### src/rtl/regfile_pkg.sv
// Shared constants for the multi-port register file.
package regfile_pkg;

  localparam int unsigned DATA_W_DEFAULT = 32;
  localparam int unsigned ADDR_W_DEFAULT = 5;

  // Architectural register numbers.
  localparam int unsigned REG_ZERO = 0;
  // Link register, targeted by the decode destination mux.
  localparam int unsigned REG_RA   = 31;

endpackage

### src/rtl/rf_scoreboard.sv
// Per-register pending-write scoreboard. A write-back clears the busy bit and an issue sets it.
// When both happen to one register in the same cycle, the issue wins because it names a newer
// producer.
module rf_scoreboard
  import regfile_pkg::*;
#(
  parameter int unsigned ADDR_W         = ADDR_W_DEFAULT,
  parameter bit          ZERO_HARDWIRED = 1'b1
) (
  input  logic                   CLK,
  input  logic                   Reset,
  input  logic                   IssueValid,
  input  logic [ADDR_W-1:0]      IssueAddr,
  input  logic                   WE0,
  input  logic [ADDR_W-1:0]      WAddr0,
  input  logic                   WE1,
  input  logic [ADDR_W-1:0]      WAddr1,
  output logic [2**ADDR_W-1:0]   BusyVec
);

  localparam int unsigned NREG = 2**ADDR_W;

  logic [NREG-1:0] busy_q, busy_d;

  // Next busy state: clear on write-back first, then let an issue override.
  always_comb begin
    busy_d = busy_q;
    for (int n = 0; n < NREG; n++) begin
      if ((WE0 && (WAddr0 == ADDR_W'(n))) || (WE1 && (WAddr1 == ADDR_W'(n)))) begin
        busy_d[n] = 1'b0;
      end
      if (IssueValid && (IssueAddr == ADDR_W'(n))) begin
        busy_d[n] = 1'b1;
      end
    end
    if (ZERO_HARDWIRED) begin
      busy_d[REG_ZERO] = 1'b0;
    end
  end

  // Busy-bit register.
  always_ff @(posedge CLK or negedge Reset) begin
    if (!Reset) begin
      busy_q <= '0;
    end else begin
      busy_q <= busy_d;
    end
  end

  assign BusyVec = busy_q;

endmodule

### src/rtl/regfile_mp.sv
// Multi-port register file: NRD combinational read ports with write-to-read bypass, two
// prioritised write-back ports (port 0 wins), a pending-write scoreboard and a sticky
// write-conflict flag.
module regfile_mp
  import regfile_pkg::*;
#(
  parameter int unsigned DATA_W         = DATA_W_DEFAULT,
  parameter int unsigned ADDR_W         = ADDR_W_DEFAULT,
  parameter int unsigned NRD            = 3,
  parameter bit          ZERO_HARDWIRED = 1'b1
) (
  input  logic                   CLK,
  input  logic                   Reset,
  input  logic [NRD*ADDR_W-1:0]  RAddr,
  output logic [NRD*DATA_W-1:0]  RData,
  output logic [NRD-1:0]         RBusy,
  input  logic                   WE0,
  input  logic [ADDR_W-1:0]      WAddr0,
  input  logic [DATA_W-1:0]      WData0,
  input  logic                   WE1,
  input  logic [ADDR_W-1:0]      WAddr1,
  input  logic [DATA_W-1:0]      WData1,
  input  logic                   IssueValid,
  input  logic [ADDR_W-1:0]      IssueAddr,
  output logic [2**ADDR_W-1:0]   BusyVec,
  output logic                   WriteConflict
);

  localparam int unsigned NREG = 2**ADDR_W;
  localparam logic [ADDR_W-1:0] ZeroAddr = ADDR_W'(REG_ZERO);

  logic [DATA_W-1:0] mem_q [NREG];
  logic [DATA_W-1:0] mem_d [NREG];
  logic              conflict_q, conflict_d;
  logic              we0_eff, we1_eff;

  // Writes that actually land in the array (r0 is read-only when hardwired).
  assign we0_eff = WE0 && !(ZERO_HARDWIRED && (WAddr0 == ZeroAddr));
  assign we1_eff = WE1 && !(ZERO_HARDWIRED && (WAddr1 == ZeroAddr));

  // Array next state: port 1 first so that port 0 overwrites it on an address clash.
  always_comb begin
    mem_d = mem_q;
    if (we1_eff) mem_d[WAddr1] = WData1;
    if (we0_eff) mem_d[WAddr0] = WData0;
  end

  // Conflict flag is sticky until reset; r0 clashes are never a conflict.
  always_comb begin
    conflict_d = conflict_q;
    if (WE0 && WE1 && (WAddr0 == WAddr1) && (WAddr0 != ZeroAddr)) begin
      conflict_d = 1'b1;
    end
  end

  // Storage array and conflict flag.
  always_ff @(posedge CLK or negedge Reset) begin
    if (!Reset) begin
      for (int n = 0; n < NREG; n++) begin
        mem_q[n] <= '0;
      end
      conflict_q <= 1'b0;
    end else begin
      mem_q      <= mem_d;
      conflict_q <= conflict_d;
    end
  end

  assign WriteConflict = conflict_q;

  rf_scoreboard #(
    .ADDR_W         (ADDR_W),
    .ZERO_HARDWIRED (ZERO_HARDWIRED)
  ) u_scoreboard (
    .CLK        (CLK),
    .Reset      (Reset),
    .IssueValid (IssueValid),
    .IssueAddr  (IssueAddr),
    .WE0        (WE0),
    .WAddr0     (WAddr0),
    .WE1        (WE1),
    .WAddr1     (WAddr1),
    .BusyVec    (BusyVec)
  );

  for (genvar i = 0; i < NRD; i++) begin : g_rd
    logic [ADDR_W-1:0] raddr;
    logic [DATA_W-1:0] rdata;
    logic              hit0, hit1;

    assign raddr = RAddr[i*ADDR_W +: ADDR_W];
    assign hit0  = WE0 && (WAddr0 == raddr);
    assign hit1  = WE1 && (WAddr1 == raddr);

    // Read mux: forced zero in reset and for hardwired r0, then bypass, then array.
    always_comb begin
      if (!Reset || (ZERO_HARDWIRED && (raddr == ZeroAddr))) begin
        rdata = '0;
      end else if (hit0) begin
        rdata = WData0;
      end else if (hit1) begin
        rdata = WData1;
      end else begin
        rdata = mem_q[raddr];
      end
    end

    assign RData[i*DATA_W +: DATA_W] = rdata;
    // An operand being written this cycle is bypassed, so it is never reported busy.
    assign RBusy[i] = BusyVec[raddr] && !(hit0 || hit1);
  end

endmodule

### config.mk
export PLATFORM = sky130hd
export DESIGN_NAME = regfile_mp
export DESIGN_NICKNAME = d
export VERILOG_FILES = /design/src/rtl/regfile_pkg.sv /design/src/rtl/rf_scoreboard.sv /design/src/rtl/regfile_mp.sv
export SDC_FILE = /design/constraint.sdc
export NUM_CORES = 2
export LEC_CHECK = 0
export BUFFER_PORTS_ARGS = -buffer_cell sky130_fd_sc_hd__buf_2
export CAP_MARGIN = 10
export CORE_ASPECT_RATIO = 1.4
export CORE_UTILIZATION = 30
export CTS_BUF_LIST = sky130_fd_sc_hd__clkbuf_4 sky130_fd_sc_hd__clkbuf_8 sky130_fd_sc_hd__clkbuf_16
export DETAILED_ROUTE_END_ITERATION = 8
export SLEW_MARGIN = 30
export SYNTH_ARGS = -nofsm -noshare
export SYNTH_HDL_FRONTEND = slang
export SYNTH_SLANG_ARGS = --single-unit
### constraint.sdc
create_clock -name CLK -period 2.2 [get_ports CLK]
set_clock_uncertainty 0.05 [all_clocks]
set_input_delay 0.22 -clock CLK [delete_from_list [all_inputs] [get_ports CLK]]
set_output_delay 0.22 -clock CLK [all_outputs]
set_load 0.02 [all_outputs]
==> impl_metrics.ini <==
[run_status]
status = finished, violations left
violations = DRC, setup timing

[clocking]
htreeDepth = 3
cts_sinks = 1056
clk_pin_slew_ns = 0.07
ctsRootBufferMaster = clkbuf_16
cts_buffer_depth = 3
tritoncts = built
cts_buffers = 109
clock_latency_ns = 0.78

[run]
drv_cap = 0

[drt]
drc_errors = 54
wl_um = 425000
vias_per_cell = 6.51
ant_nets = 0
drtIter0Drc = 10400
first_pass_iters = 9
avgRoutedWirePerCell_um = 38.2
num_vias = 72400

[cells_and_area]
area_delta_synth_final_pct = 31.9
most-common-layout-cells = dfrtp_1, mux2i_1, buf_4
post-route-util_pct = 39.9
layout-drive-gt1-share_pct = 37.5
nets = 7832
final_cell_count_no_fill = 11100
final_common_cell = dfrtp_1

[synthesis]
syn_area_um2 = 74800
async_reset_ff_share_pct = 100
ys.flop_type = dfrtp_1
yosys_register_bits = 1056
syn_inst = 6993
ys_warn_count = 0
synth_nets = 7092
synth_area_per_cell_um2 = 10.7
ys_seq_area_share_pct = 35.3
synth_compound_area_share_pct = 13.1
synthAdderAreaFrac_pct = 0
synth.area.mux_share_pct = 36.8
ys_types = 66
yosys.area_share.simple_pct = 8.83
synth_xor_area_share_pct = 0.398
synth_top_family_by_area = multiplexers
synth_edf_count = 0

[floorplanning]
core_um2 = 248000
rows = 216
io_pins = 231
die_h_um = 593
initial_core_util_pct = 30.2
die-area_um2 = 251000
die_w_um = 424

[placement]
portBuffers = 229
hpwl_um = 292000
dp_cells = 10700
globalplace.congestion = 1.02

[timing]
fmax_ghz = 0.316
finalSetupViolCount = 99
finalMaxSlewViolations = 0
hold_viol_final = 0
worst_slew_pin_slew_ns = 1.07
fin_crit_sh_pct = 144
relSlewSlack_pct = 28.5
layout_setup_ws_ns = -0.965
finalCriticalPeriod_ns = 3.16
rsz0062_at_grt = yes

[pwr]
swShare_pct = 34.9
power_switching_mw = 27.8
seq_power_share_pct = 37.4
clkPwrFrac_pct = 26.3
pwr-share-comb_pct = 36.4
p_leak_nw = 40.4
vdd_ir_drop_max_mv = 0.763
internal_power_mw = 51.8
pwr_density_cell_nw_per_um2 = 806

[min_path]
holdPathStages = 4
hold_path_class = input port to flip-flop

[critical_path]
cp-start-kind = flip-flop
crit_chain = mux4_2 -> mux4_2 -> mux2i_2 -> buf_4 -> nor3_4 -> buf_6
crit_fanout = 3
crit_top_cell = mux4_2
crit_type = flip-flop to output port
critPathCaptureType = output port
worstRegToRegCells = 3
cp.arrival_ns = 2.89
slowest_stage = mux4_2
crit_required_ns = 1.93
cpPeakStageDelay_ns = 0.55

[global_routing]
overflow = 0
antenna_found_initial = 20
grt_max_degree = 166
track_usage_pct = 33.1
grt_pass1_wl_um = 583000
grt_pass1_vias = 71000
-- worst paths after layout --
kind	endpoint	startpoint	slack (ns)
max reg2reg	mem_q[446]	mem_q[446]	0.67
min	mem_q[555]	WData1[11]	0.01
min in group asynchronous	mem_q[733]	Reset	0.06
max	RBusy[0]	u_scoreboard.BusyVec[31]	-0.96
min reg2reg	mem_q[1023]	mem_q[1023]	0.37
max in group asynchronous	mem_q[415]	Reset	0.48
-- kinds of logic (layout without fill, tap and decap cells) --
family / Yosys count / in the layout
XOR/XNOR: 34 / 34
multiplexers: 1725 / 1725
AND/OR/NAND/NOR: 1592 / 1592
other: 1 / 15
AO/OA/AOI/OAI: 1611 / 1611
buffers and inverters: 974 / 1810
flip-flops: 1056 / 1056
-- registers in the layout, indices dropped and copies added, names as in the netlist --
signal / count
u_scoreboard.BusyVec: 31
mem_q: 1024
WriteConflict: 1
-- power groups by stage --
stage | Combinational [mW] | Sequential, mW | Clock (mW)
6_report | 28.9 | 29.7 | 20.9
5_1_grt | 30.3 | 30.2 | 21.6
4_1_cts | 27.8 | 29.5 | 20.9
3_5_place_dp | 26.0 | 29.8 | 0
3_3_place_gp | 25.4 | 29.4 | 0
2_1_floorplan | 16.4 | 28.1 | 0
-- timing repair --
item                                    in CTS  in global routing
setup buffers                               80                 55
pin swaps                                  169                 97
gates cloned                                 1                  0
endpoints found under the hold margin      397                  0
resized for setup                          412                 92
endpoints found under the setup margin      99                104
hold buffers                                74                  0
-- Yosys cell counts, types with 33 or more instances --
master	n	area share (%)
o32ai_1	34	0.40
nand4_1	69	0.58
a31oi_1	98	0.82
a32oi_1	153	1.8
a22oi_1	97	0.97
a22o_1	33	0.39
buf_1	94	0.47
dfrtp_1	1056	35
clkbuf_1	661	3.3
a21oi_1	439	2.9
o22ai_1	94	0.79
o21ai_0	543	3.6
mux4_2	822	25
buf_2	157	1.1
nand3_1	38	0.25
buf_4	42	0.42
nor2_1	575	2.9
nand2_1	774	3.9
mux2i_1	896	12
-- cell type report --
cell class                 instances  area, µm²
fill                           23700     149000
multi-input combinational       4963      47000
sequential                      1056      26500
timing repair buffer            1594      17200
tap                             3270       4090
clock buffer                     142       3130
clock inverter                    65        762
antenna                           14       35.0
inverter                           9       33.8
-- per-stage QoR --
step / TNS [ns] / power [mW] / instance area [µm²] / worst slack (ns) / hold slack, ns
floorplan: -0.208 / 44.5 / 76400 / -0.0608 / -0.126
global placement: -132.81 / 54.8 / 91400 / -1.11 / 0.225
detailed placement: -145.97 / 55.8 / 91400 / -0.913 / 0.219
CTS: -64.38 / 78.3 / 98000 / -0.951 / 0.00000938
global route: -67.09 / 82.1 / 98700 / -0.958 / 0.0312
finish: -64.18 / 79.6 / 98700 / -0.965 / 0.0138
-- critical path: cells and delay by family, from the launching register on --
kind | cells | cell delay, ns
DFF | 1 | 0.45
muxes | 3 | 1.29
and+or+nand+nor | 1 | 0.05
buffers and inverters | 2 | 0.32
-- metal layers --
| metal | routed length [µm] | vias to the layer above | global-route usage (%) | share of wire (%) |
|---|---|---|---|---|
| met3 | 52500 | 1934 | 10.3 | 12 |
| met2 | 180000 | 6128 | 48.8 | 42 |
| li1 | - | 28000 | - | - |
| met5 | 123 | - | 0 | 0.029 |
| met1 | 145000 | 36200 | 38.9 | 34 |
| met4 | 46600 | 18 | 29.0 | 11 |
Note: power is estimated with default switching activity, not from simulation.
